--- config.mk ---
export PLATFORM = sky130hd
export DESIGN_NAME = router_reg_param
export DESIGN_NICKNAME = d
export VERILOG_FILES = /design/src/rtl/router_reg_param.sv
export SDC_FILE = /design/constraint.sdc
export NUM_CORES = 1
export LEC_CHECK = 0
export CORE_MARGIN = 4
export CORE_UTILIZATION = 58
export CTS_BUF_LIST = sky130_fd_sc_hd__clkbuf_8
export DETAILED_ROUTE_END_ITERATION = 12
export PLACE_DENSITY = 0.94
export SYNTH_ARGS = -nofsm -noshare
export SYNTH_HDL_FRONTEND = slang
export SYNTH_SLANG_ARGS = --single-unit
--- constraint.sdc ---
create_clock -name clock -period 3.8 [get_ports clock]
set_input_delay 0.76 -clock clock [delete_from_list [all_inputs] [get_ports clock]]
set_output_delay 0.76 -clock clock [all_outputs]
set_load 0.005 [all_outputs]
--- src/rtl/router_reg_param.sv ---
// Router packet register stage: holds the header, buffers a byte across a
// FIFO-full stall, tracks running parity against the packet parity byte and
// raises status flags for the router controller.
// Optional feature macro: ROUTER_LEN_CHECK_EN (payload length check and
// byte_cnt counter; when undefined len_err and byte_cnt are tied to 0).
module router_reg_param #(
  parameter int unsigned DW        = 8,
  parameter int unsigned ADDR_BITS = 2
) (
  input  logic                    clock,
  input  logic                    resetn,
  input  logic                    pkt_valid,
  input  logic                    fifo_full,
  input  logic                    detect_add,
  input  logic                    lfd_state,
  input  logic                    ld_state,
  input  logic                    laf_state,
  input  logic                    full_state,
  input  logic                    rst_int_reg,
  input  logic [DW-1:0]           data_in,
  output logic [DW-1:0]           dout,
  output logic [ADDR_BITS-1:0]    pkt_addr,
  output logic                    low_pkt_valid,
  output logic                    parity_done,
  output logic                    err,
  output logic                    len_err,
  output logic [DW-ADDR_BITS-1:0] byte_cnt
);

  logic [DW-1:0] hdr;
  logic [DW-1:0] full_hold;
  logic [DW-1:0] int_par;
  logic [DW-1:0] pkt_par;

  logic hdr_load;
  logic pay_accept;
  logic par_direct;
  logic par_late;

  // Load/accept strobes shared by several registers
  always_comb begin
    hdr_load   = detect_add && pkt_valid;
    pay_accept = ld_state && pkt_valid && !full_state;
    par_direct = ld_state && !pkt_valid && !fifo_full;
    par_late   = laf_state && low_pkt_valid && !parity_done;
  end

  assign pkt_addr = hdr[ADDR_BITS-1:0];

  // Header and full-hold byte capture
  always_ff @(posedge clock) begin
    if (!resetn || rst_int_reg) begin
      hdr       <= '0;
      full_hold <= '0;
    end else begin
      if (hdr_load)              hdr       <= data_in;
      if (ld_state && fifo_full) full_hold <= data_in;
    end
  end

  // Output byte mux: header first, then live data, then the stalled byte
  always_ff @(posedge clock) begin
    if (!resetn)                     dout <= '0;
    else if (lfd_state)              dout <= hdr;
    else if (ld_state && !fifo_full) dout <= data_in;
    else if (laf_state)              dout <= full_hold;
  end

  // Sticky end-of-packet flags
  always_ff @(posedge clock) begin
    if (!resetn || rst_int_reg) begin
      low_pkt_valid <= 1'b0;
      parity_done   <= 1'b0;
    end else begin
      if (ld_state && !pkt_valid)  low_pkt_valid <= 1'b1;
      if (par_direct || par_late)  parity_done   <= 1'b1;
    end
  end

  // Running parity over header and accepted payload; captured packet parity
  always_ff @(posedge clock) begin
    if (!resetn || rst_int_reg) begin
      int_par <= '0;
      pkt_par <= '0;
    end else begin
      if (lfd_state)       int_par <= int_par ^ hdr;
      else if (pay_accept) int_par <= int_par ^ data_in;
      if (par_direct)      pkt_par <= data_in;
      else if (par_late)   pkt_par <= full_hold;
    end
  end

  // Parity error, evaluated once the parity byte has been captured
  always_ff @(posedge clock) begin
    if (!resetn) err <= 1'b0;
    else         err <= parity_done && (int_par != pkt_par);
  end

`ifdef ROUTER_LEN_CHECK_EN
  localparam int unsigned LW = DW - ADDR_BITS;
  localparam logic [LW-1:0] CNT_MAX = '1;

  // Saturating payload byte counter, restarted with each header
  always_ff @(posedge clock) begin
    if (!resetn || rst_int_reg)                 byte_cnt <= '0;
    else if (lfd_state)                         byte_cnt <= '0;
    else if (pay_accept && byte_cnt != CNT_MAX) byte_cnt <= byte_cnt + LW'(1);
  end

  // Length error against the header length field, same timing as err
  always_ff @(posedge clock) begin
    if (!resetn || rst_int_reg) len_err <= 1'b0;
    else len_err <= parity_done && (byte_cnt != hdr[DW-1:ADDR_BITS]);
  end
`else
  assign byte_cnt = '0;
  assign len_err  = 1'b0;
`endif

endmodule

### Word-level counts from Yosys, hierarchy flattened

Index checks and enable logic that the tools add are counted.

* output and inout port bits: 20
* flip-flop bits (word level): 43

* bitwise logic cells: 2
* mux-type cells: 7
* equal/unequal tests: 1
* reduce and logical (&&, ||, !) cells: 20

Operators with widths (count)
* $mux W8: 7
* $xor A8 B8 Y8: 2
* $logic_and A1 B1 Y1: 10
* $ne A8 B8 Y1: 1
* $logic_not A1 Y1: 5
* $reduce_bool A2 Y1: 2
* $reduce_bool A3 Y1: 1
* $logic_or A1 B1 Y1: 2

### Depth between registers and ports, before layout

Gate-level depths: netlist (run 1).

* depth in word-level cells: 4
* mapped depth: 6

### Worst setup path after synthesis (run 1)

No wires, ideal clock.

* path type: input port to flip-flop
* start: input port fifo_full
* end: register pkt_par[1]
* stages: 6
* arrival time: 1.646 ns
* slack: 2.036 ns
* required time: 3.682 ns
* cells stage by stage: buf_6 or3b_1 buf_2 buf_6 o21ai_2 a21oi_2

* word-level cells in the longest chain between the ends: 3
* elaborated cells between the ends (all ways): 4
* those cells by class: mux: 1; reduce/logical: 3

RTL lines
* from (decl): line 13 `input logic fifo_full,`
* $logic_not A1 Y1 (*): line 44 `par_direct = ld_state && !pkt_valid && !fifo_full;`
* $logic_and A1 B1 Y1 (*): line 44
* $mux W8 or $reduce_bool A2 Y1 (tied branches)
* to (signal assigned): line 88 `if (par_direct) pkt_par <= data_in;`
* to (signal assigned): line 89 `else if (par_late) pkt_par <= full_hold;`
* to (decl): line 33 `logic [DW-1:0] pkt_par;`

Every way passes the cells marked *; elsewhere a longest branch is shown, timed or not.
A chain may end at the register's enable or synchronous reset.

### Worst setup path after layout (run 1)

* start: input port lfd_state
* end: register dout[1]

* word-level cells in the longest chain between the ends: 1
* elaborated cells between the ends (all ways): 2
* those cells by class: mux: 1; reduce/logical: 1

RTL lines
* from (decl): line 15 `input logic lfd_state,`
* $reduce_bool A3 Y1 (no source line) or $mux W8 (tied branches)
* to (signal assigned): line 64 `else if (lfd_state) dout <= hdr;`
* to (signal assigned): line 65 `else if (ld_state && !fifo_full) dout <= data_in;`
* to (signal assigned): line 66 `else if (laf_state) dout <= full_hold;`
* to (decl): line 21 `output logic [DW-1:0] dout,`

Parallel ways exist; a longest one is shown, timed or not.

==> results.md, run 1 <==
* Worst path required time at 4040 ps
* Synthesized netlist cell count at 233
* EDFF count, synth at 0
* Worst Clk Skew at 4.63 ps
* P&R area growth vs syn at 13.8%
* Critical Path Start: lfd_state
* Final antenna-violating net count at 0
* Die area at 0.00476 sq mm
* Total I/O pin count at 38
* Initial Utilization at 62.2%
* Most frequent cells in the layout: 43 x dfxtp_1, 35 x nand2_1, 30 x clkdlybuf4s50_1
* First-pass GRT wire length at 7.55 mm
* Top FF cell, synth: dfxtp_1
* CTS Buffer Depth at 2
* Seq/Total Area, Yosys at 39.9%
* Leakage power at 0.993 nW
* Core area at 0.00347 sq mm
* Diodes inserted at 0
* IO Port Bufs at 30
* Max stage delay cell, worst path: nor4bb_1
* Startpoint types: primary input
* Endpoint class of the critical path: flop
* Max VDD drop at 0.237 mV
* Slew Viols, Final at 0
* CTS hold repair buffers at 0
* Setup violations, final at 0
* Resized cells post-CTS at 0
* Slew at the pin closest to its max-slew limit at 1320 ps
* Vias in the first global route at 1588
* Synthesized flop and latch total at 43
* Synth top area cells: dfxtp_1 40%, mux2i_1 7.4%, nand2_1 6.1%
* All-Layer GR Usage at 22.1%
* Tot Pwr at 839 uW
* Setup TNS at 0 ps
* CTS tree: yes
* Num rows at 21
* Tmin final at 2750 ps
* Yosys top cell area share at 39.9%
* DRC errors left at 0
* Reg-to-reg slack, setup at 2470 ps
* Die Wd at 69.0 microns
* Worst setup endpoint: dout[1]$_SDFFE_PN0P_
* Clk root buf: clkbuf_8
* Rel. slew slack at 10.9%
* Max stage delay on crit path at 1210 ps
* Final HPWL DP at 3.51 mm
* Postcts setup bufs at 0
* Kind of critical path: in -> reg
* Fraction of layout cells with a size suffix above 1 at 8.73%
* Worst min path class: reg -> reg
* CP max FO at 19
* Pin count of the biggest net entering global routing at 25
* Initial antenna violation count at 0
* Clk pin slew, worst setup/hold paths at 70 ps
* Worst skew pair latency at 300 ps
* Synth Warn # at 0
* Clock Sinks at 43
* GP Congestion at 0.843
* Final period util at 72.4%
* Mapped cell area at 0.00216 sq mm
* Fin. Hold Viols at 0
* Total gr overflow at 0
* Vias per cell at 5.76
* Critical path, cell by cell: clkdlybuf4s50_1, nor4bb_1, a221o_1
* Fmax at 364 MHz
* Synth area leader: dfxtp_1
* Post-Route WL at 4.76 mm
* Most common cell after layout, fill and taps aside: dfxtp_1
* WL/cell at 16.0 microns
* Final #Nets at 271
* Reg2reg end: pkt_par[1]$_SDFFE_PP0P_
* WP data arrival at 2990 ps
* Max-Cap Viols at 0
* Power per cell area at 342 mW/mm^2
* RSZ-0062 raised after global routing: no
* Synth cell types at 34
* DR iter-0 viols at 101
* Die Ht at 69.0 microns
* Syn Area/Cell at 9.25 sq um
* Via count at 1716
* FF-to-FF path depth at 3
* Reg2Reg Launch Point: low_pkt_valid$_SDFFE_PP0P_
* H-tree depth at 2
* TritonRoute pass-1 iters at 4
* CTS Buf Count at 5
* Ys async rst share at 0%
* Status: complete, no violations
## report_power, final
part | internal [mW] | switching [mW]
clock | 0.120 | 0.147
combinational | 0.0484 | 0.0551
sequential | 0.461 | 0.00758
## critical path, delay by kind of cell
| kind | cells | cell delay (ps) |
|---|---|---|
| AO/OA/AOI/OAI | 1 | 300 |
| AND/OR/NAND/NOR | 1 | 1210 |
| buffers and inverters | 1 | 710 |
## synth_stat cells (7+ instances only)
| cell type | n |
|---|---|
| a21boi_2 | 8 |
| nand3_1 | 16 |
| o21ai_0 | 7 |
| nand2_1 | 35 |
| a221o_1 | 8 |
| nand2b_1 | 9 |
| a21boi_1 | 7 |
| xor2_1 | 8 |
| buf_4 | 11 |
| a21oi_1 | 26 |
| mux2i_1 | 16 |
| dfxtp_1 | 43 |
## cell families (layout without fill, tap and decap cells)
| kind of cell | Yosys count | after routing | share of synthesized area [%] |
|---|---|---|---|
| simple gates | 78 | 78 | 21.2 |
| compound gates | 60 | 60 | 19.6 |
| flops | 43 | 43 | 39.9 |
| buf+inv | 27 | 40 | 8.47 |
| mux | 16 | 16 | 7.43 |
| xor+xnor | 8 | 8 | 3.25 |
| other cells | 1 | 7 | 0.174 |
## routing by layer
layer | share of wire, % | GRT usage [%] | vias up | wire [microns]
met3 | 7.6 | 6.16 | 5 | 360
met4 | 1.4 | 7.06 | 0 | 65
met5 | 0 | 0 | - | 0
met2 | 46 | 35.0 | 69 | 2210
met1 | 45 | 29.0 | 798 | 2130
li1 | - | - | 844 | -
## layout make-up
cell class / count / area [sq um]
multi-input combinational: 169 / 1130
fill: 265 / 1020
sequential: 43 / 861
timing repair buffer: 33 / 323
clock buffer: 5 / 68.8
tap: 46 / 57.6
clock inverter: 1 / 3.75
inverter: 1 / 3.75
## state kept, by name, indices dropped and copies added (netlist names)
name / count
low_pkt_valid: 1
hdr: 8
err: 1
pkt_par: 8
full_hold: 8
int_par: 8
dout: 8
parity_done: 1
## stage by stage
step	setup WS (ps)	std cells	utilization (%)	instance area [sq um]	hold slack, ps
CTS	1100	298	70.7	2450	459
floorplan	2040	239	-	2180	437
detailed placement	815	292	68.6	2380	448
finish	1050	298	70.7	2450	458
global placement	936	292	68.6	2380	443
global route	992	298	70.7	2450	482
## how the worst min path moves through the flow
stage / start / to / slack [ps] / depth (start not counted)
CTS: hdr[3]$_SDFFE_PP0P_ / hdr[3]$_SDFFE_PP0P_ / 460 / 2
global placement: hdr[3]$_SDFFE_PP0P_ / hdr[3]$_SDFFE_PP0P_ / 440 / 2
finish: hdr[3]$_SDFFE_PP0P_ / hdr[3]$_SDFFE_PP0P_ / 460 / 2
detailed placement: hdr[3]$_SDFFE_PP0P_ / hdr[3]$_SDFFE_PP0P_ / 450 / 2
floorplan: hdr[2]$_SDFFE_PP0P_ / hdr[2]$_SDFFE_PP0P_ / 440 / 2
global route: hdr[2]$_SDFFE_PP0P_ / hdr[2]$_SDFFE_PP0P_ / 480 / 2
Power figures use the tool's default switching activity.
==> inputs of run 2 (changes only) <==
- CORE_UTILIZATION: 58 -> 49
- PLACE_DENSITY: 0.94 -> 0.85
- clock period: 3.8 -> 2.3 ns (I/O delays scaled with it)
==> run 2 against run 1 <==
  * Clock skew increased by 3.8 ps
  * Largest power group unchanged
  * Design area rose by 3.5%
  * Final cell count up 4.4%
  * Combinational power grew 71%
  * Wire length increased by 0.34%
  * Highest routed layer unchanged
  * Sequential share of layout area down 1.2 points
==> results.md, run 2 (same netlist as run 1, synthesis figures left out) <==
* Status: complete, no violations (unchanged)
* Worst min path class: reg -> reg (unchanged)
* GP Congestion at 0.831 (was 0.843)
* Most common cell after layout, fill and taps aside: dfxtp_1 (unchanged)
* Pre-CTS setup slack at -98.2 ps (was 815 ps)
* RSZ-0062 raised after global routing: no (unchanged)
* Total I/O pin count at 38 (unchanged)
* Endpoint class of the critical path: flop (unchanged)
* Worst hold start: parity_done$_SDFFE_PP0P_ (was hdr[3]$_SDFFE_PP0P_)
* Clk pin slew, worst setup/hold paths at 80 ps (was 70 ps)
* P&R area growth vs syn at 17.8% (was 13.8%)
* Resized cells post-CTS at 0 (unchanged)
* Slew at the pin closest to its max-slew limit at 753 ps (was 1320 ps)
* Critical Path Start: ld_state (was lfd_state)
* Initial antenna violation count at 0 (unchanged)
* Slew Viols, Final at 0 (unchanged)
* Kind of critical path: in -> reg (unchanged)
* Setup violations, final at 0 (unchanged)
* Rel. slew slack at 49.8% (was 10.9%)
* Slack of the critical path at 330 ps (was 1050 ps)
* Worst Clk Skew at 8.47 ps (was 4.63 ps)
* Max-Cap Viols at 0 (unchanged)
* TritonRoute pass-1 iters at 4 (unchanged)
* Vias in the first global route at 1624 (was 1588)
* Reg-to-reg slack, setup at 1190 ps (was 2470 ps)
* CTS hold repair buffers at 0 (unchanged)
* WL/cell at 15.4 microns (was 16.0 microns)
* Max stage delay on crit path at 620 ps (was 1210 ps)
* Leakage power at 1.04 nW (was 0.993 nW)
* Die Wd at 74.3 microns (was 69.0 microns)
* Worst path required time at 2470 ps (was 4040 ps)
* Tmin final at 1970 ps
* Startpoint types: primary input (unchanged)
* Setup TNS at 0 ps (unchanged)
* Final period util at 85.7%
* Post-layout instance area at 0.00254 sq mm (was 0.00245 sq mm)
* Final antenna-violating net count at 0 (unchanged)
* All-Layer GR Usage at 18.6% (was 22.1%)
* Final #Nets at 278 (was 271)
* Placed Area at 0.00243 sq mm (was 0.00238 sq mm)
* IO Port Bufs at 30 (unchanged)
* CTS Buf Count at 5 (unchanged)
* # fillers at 350 (was 265)
* Worst skew pair latency at 300 ps (about the same)
* Fin. Hold Viols at 0 (unchanged)
* Initial Utilization at 52.4% (was 62.2%)
* Vias per cell at 5.59 (was 5.76)
* Fmax at 508 MHz
* First-pass GRT wire length at 7.78 mm (was 7.55 mm)
* DRC errors left at 0 (unchanged)
* Via count at 1739 (was 1716)
* Pin count of the biggest net entering global routing at 25 (unchanged)
* DR iter-0 viols at 89 (was 101)
* Power per cell area at 586 mW/mm^2 (was 342 mW/mm^2)
* Diodes inserted at 0 (unchanged)
* Reg2Reg Launch Point: parity_done$_SDFFE_PP0P_ (was low_pkt_valid$_SDFFE_PP0P_)
* Most frequent cells in the layout: 43 x dfxtp_1, 35 x nand2_1, 30 x clkdlybuf4s50_1 (unchanged)
* CP max FO at 20 (was 19)
* Buf/Inv on CP at 2 (was 1)
* Num rows at 23 (was 21)
* Final HPWL DP at 3.59 mm (was 3.51 mm)
* Max VDD drop at 0.272 mV (was 0.237 mV)
* Clk root buf: clkbuf_8 (unchanged)
* Post-Route WL at 4.78 mm (was 4.76 mm)
* Die area at 0.00552 sq mm (was 0.00476 sq mm)
* H-tree depth at 2 (unchanged)
* Crit-path leading delay family: buffers and inverters (was simple AND/OR/NAND/NOR gates)
* CTS Buffer Depth at 2 (unchanged)
* Clock Sinks at 43 (unchanged)
* Die Ht at 74.3 microns (was 69.0 microns)
* WP data arrival at 2140 ps (was 2990 ps)
* Postcts setup bufs at 0 (unchanged)
* Fraction of layout cells with a size suffix above 1 at 12.3% (was 8.73%)
* Max stage delay cell, worst path: or3b_1 (was nor4bb_1)
* Critical path, cell by cell: clkdlybuf4s50_1, buf_4, or3b_1, o21ai_0, a21oi_1 (was clkdlybuf4s50_1, nor4bb_1, a221o_1)
* CTS tree: yes (unchanged)
* Total gr overflow at 0 (unchanged)
* Core area at 0.00412 sq mm (was 0.00347 sq mm)
run 2: cell count changes in the layout (fill, tap and decap cells not counted):
cell,delta
clkbuf_2,+1
clkinvlp_4,+1
buf_4,+6
clkbuf_8,+2
inv_1,-1
run 2: final timing paths:
path	endpoint	depth (start not counted)
min	err$_SDFF_PN0_	2
min reg2reg	err$_SDFF_PN0_	2
max	pkt_par[4]$_SDFFE_PP0P_	5
max reg2reg	pkt_par[5]$_SDFFE_PP0P_	4
run 2: where the power goes:
group | internal, mW | total, mW | switching (mW)
Combinational | 0.0862 | 0.178 | 0.0922
Sequential | 0.761 | 0.774 | 0.0129
Clock | 0.273 | 0.536 | 0.263
Total | 1.12 | 1.49 | 0.368
run 2: cell type report:
cell class | count | area, sq um | area share [%]
tap | 50 | 62.6 | 2.46
clock buffer | 7 | 96.3 | 3.79
timing repair buffer | 40 | 373 | 14.7
inverter | 1 | 3.75 | 0.148
clock inverter | 1 | 7.51 | 0.296
sequential | 43 | 861 | 33.9
multi-input combinational | 169 | 1130 | 44.7
run 2: worst register-to-register path, delay by kind of cell, from the launching register on:
kind                   cells  cell delay (ps)
and+or+nand+nor            1              110
buffers and inverters      1              200
muxes                      1              210
DFF                        1              370
AOI/OAI and AO/OA          1               80
run 2: per-stage QoR:
stage	utilization, %	hold slack [ps]	total power [mW]	std cells
floorplan	-	437	0.903	239
CTS	61.6	462	1.49	310
finish	61.7	462	1.49	311
global placement	59.0	443	0.963	302
detailed placement	59.0	451	0.967	302
global route	61.7	483	1.55	311
run 2: layer usage:
layer  GRT usage (%)  up-vias  wire length (microns)
met4            7.31        0                     90
li1                -      860                      -
met3            4.59        8                    355
met1            25.3      808                   2180
met2            28.5       63                   2160
met5               0        -                      0
==> inputs of run 3 (changes only) <==
- CORE_UTILIZATION: 49 -> 46
- PLACE_DENSITY: 0.85 -> 0.81
==> run 3 against run 2 <==
  * Die area rose by 5.8%
  * Global-route usage shrank 1.5 points
  * Design area grew 1.3%
  * Combinational power increased by 2%
==> results.md, run 3 (same netlist as run 1, synthesis figures left out) <==
* Status: complete, no violations (unchanged)
* Clk root buf: clkbuf_8 (unchanged)
* Die area at 0.00585 sq mm (was 0.00552 sq mm)
* Rel. slew slack at 49.3% (was 49.8%)
* All-Layer GR Usage at 17.1% (was 18.6%)
* P&R area growth vs syn at 19.3% (was 17.8%)
* Startpoint types: primary input (unchanged)
* Worst Clk Skew at 6.15 ps (was 8.47 ps)
* Clk pin slew, worst setup/hold paths at 80 ps (about the same)
* RSZ-0062 raised after global routing: no (unchanged)
* CTS Buffer Depth at 2 (unchanged)
* Fin. Hold Viols at 0 (unchanged)
* Final antenna-violating net count at 0 (unchanged)
* Initial antenna violation count at 0 (unchanged)
* Area occupied by multi-input gates at 0.00113 sq mm (unchanged)
* IO Port Bufs at 30 (unchanged)
* Final period util at 77.8% (was 85.7%)
* Post-Route WL at 4.79 mm (was 4.78 mm)
* Vias per cell at 5.52 (was 5.59)
* TritonRoute pass-1 iters at 4 (unchanged)
* WL/cell at 15.2 microns (was 15.4 microns)
* Final HPWL DP at 3.56 mm (was 3.59 mm)
* Diodes inserted at 0 (unchanged)
* Clock Sinks at 43 (unchanged)
* Critical path, cell by cell: clkdlybuf4s50_1, buf_4, nor2b_2, nor4b_4, a221o_1 (was clkdlybuf4s50_1, buf_4, or3b_1, o21ai_0, a21oi_1)
* Placed cells at 307 (was 302)
* Placed Area at 0.00245 sq mm (was 0.00243 sq mm)
* First-pass GRT wire length at 8.03 mm (was 7.78 mm)
* Post-Layout Cell Count at 315 (was 311)
* Endpoint class of the critical path: flop (unchanged)
* Resized cells post-CTS at 0 (unchanged)
* Slew Viols, Final at 0 (unchanged)
* H-tree depth at 2 (unchanged)
* Total gr overflow at 0 (unchanged)
* Final #Nets at 280 (was 278)
* Initial Utilization at 48.5% (was 52.4%)
* Most common cell after layout, fill and taps aside: dfxtp_1 (unchanged)
* Reg area at 861 sq um (unchanged)
* Die Ht at 76.5 microns (was 74.3 microns)
* Max VDD drop at 0.276 mV (was 0.272 mV)
* Fmax at 559 MHz (was 508 MHz)
* CTS Buf Count at 5 (unchanged)
* Worst skew pair latency at 300 ps (about the same)
* DRC errors left at 0 (unchanged)
* Postcts setup bufs at 0 (unchanged)
* Post-layout instance area at 0.00257 sq mm (was 0.00254 sq mm)
* Worst min path class: reg -> reg (unchanged)
* Setup TNS at 0 ps (unchanged)
* CTS hold repair buffers at 0 (unchanged)
* GP Congestion at 0.863 (was 0.831)
* Leakage power at 1.06 nW (was 1.04 nW)
* Max stage delay cell, worst path: clkdlybuf4s50_1 (was or3b_1)
* Max-Cap Viols at 0 (unchanged)
* CP max FO at 10 (was 20)
* DR iter-0 viols at 172 (was 89)
* CTS tree: yes (unchanged)
* Vias in the first global route at 1666 (was 1624)
* Max stage delay on crit path at 560 ps (was 620 ps)
* Pin count of the biggest net entering global routing at 25 (unchanged)
* Setup violations, final at 0 (unchanged)
* Via count at 1739 (unchanged)
* Num rows at 24 (was 23)
* Kind of critical path: in -> reg (unchanged)
* Slew at the pin closest to its max-slew limit at 761 ps (was 753 ps)
* # fillers at 407 (was 350)
* Total I/O pin count at 38 (unchanged)
* Worst path required time at 2540 ps (was 2470 ps)
* Die Wd at 76.5 microns (was 74.3 microns)
* Most frequent cells in the layout: 43 x dfxtp_1, 35 x nand2_1, 30 x clkdlybuf4s50_1 (unchanged)
* Fraction of layout cells with a size suffix above 1 at 12.9% (was 12.3%)
* Tot Pwr at 1.56 mW (was 1.49 mW)
* WP data arrival at 2030 ps (was 2140 ps)
* Power per cell area at 608 mW/mm^2 (was 586 mW/mm^2)
* Tmin final at 1790 ps (was 1970 ps)
* Core area at 0.00444 sq mm (was 0.00412 sq mm)
==> run 3: path summary, 6_finish.rpt <==
kind / start / endpoint / slack (ps) / cells after the start
max: fifo_full / dout[4]$_SDFFE_PN0P_ / 510 / 5
min: hdr[6]$_SDFFE_PP0P_ / hdr[6]$_SDFFE_PP0P_ / 460 / 2
max reg2reg: parity_done$_SDFFE_PP0P_ / pkt_par[4]$_SDFFE_PP0P_ / 1150 / 4
min reg2reg: hdr[6]$_SDFFE_PP0P_ / hdr[6]$_SDFFE_PP0P_ / 460 / 2
==> run 3: layout make-up <==
class	count	share of cell area (%)
well taps	52	2.53
multi-input cells	169	44.1
clock inverters	2	1.36
repair buffers	42	15.2
clock buffers	6	3.21
flip-flops and latches	43	33.5
inverters	1	0.146
==> run 3: routing by layer <==
metal | track usage, % | up-vias | share of wire (%)
met5 | 0 | - | 0
li1 | - | 865 | -
met3 | 5.20 | 9 | 6.7
met2 | 25.3 | 58 | 45
met4 | 8.70 | 0 | 2.2
met1 | 22.5 | 807 | 46
==> run 3: where the power goes <==
group          internal (mW)  total (mW)  switching [mW]
logic                 0.0880       0.182          0.0937
registers              0.761       0.773          0.0123
clock network          0.351       0.608           0.257
==> run 3: metrics by stage <==
| step | hold WS [ps] | util, % | setup WS (ps) |
|---|---|---|---|
| after global routing | 487 | 57.9 | 450 |
| after global placement | 444 | 55.2 | 244 |
| after CTS | 463 | 57.9 | 564 |
| final | 461 | 57.9 | 512 |
| after floorplan | 437 | - | 836 |
| after detailed placement | 451 | 55.2 | 240 |
==> run 3: worst max-delay path, delay by kind of cell <==
family	cells	cell delay [ps]
buf+inv	2	760
simple gates	2	570
compound gates	1	240
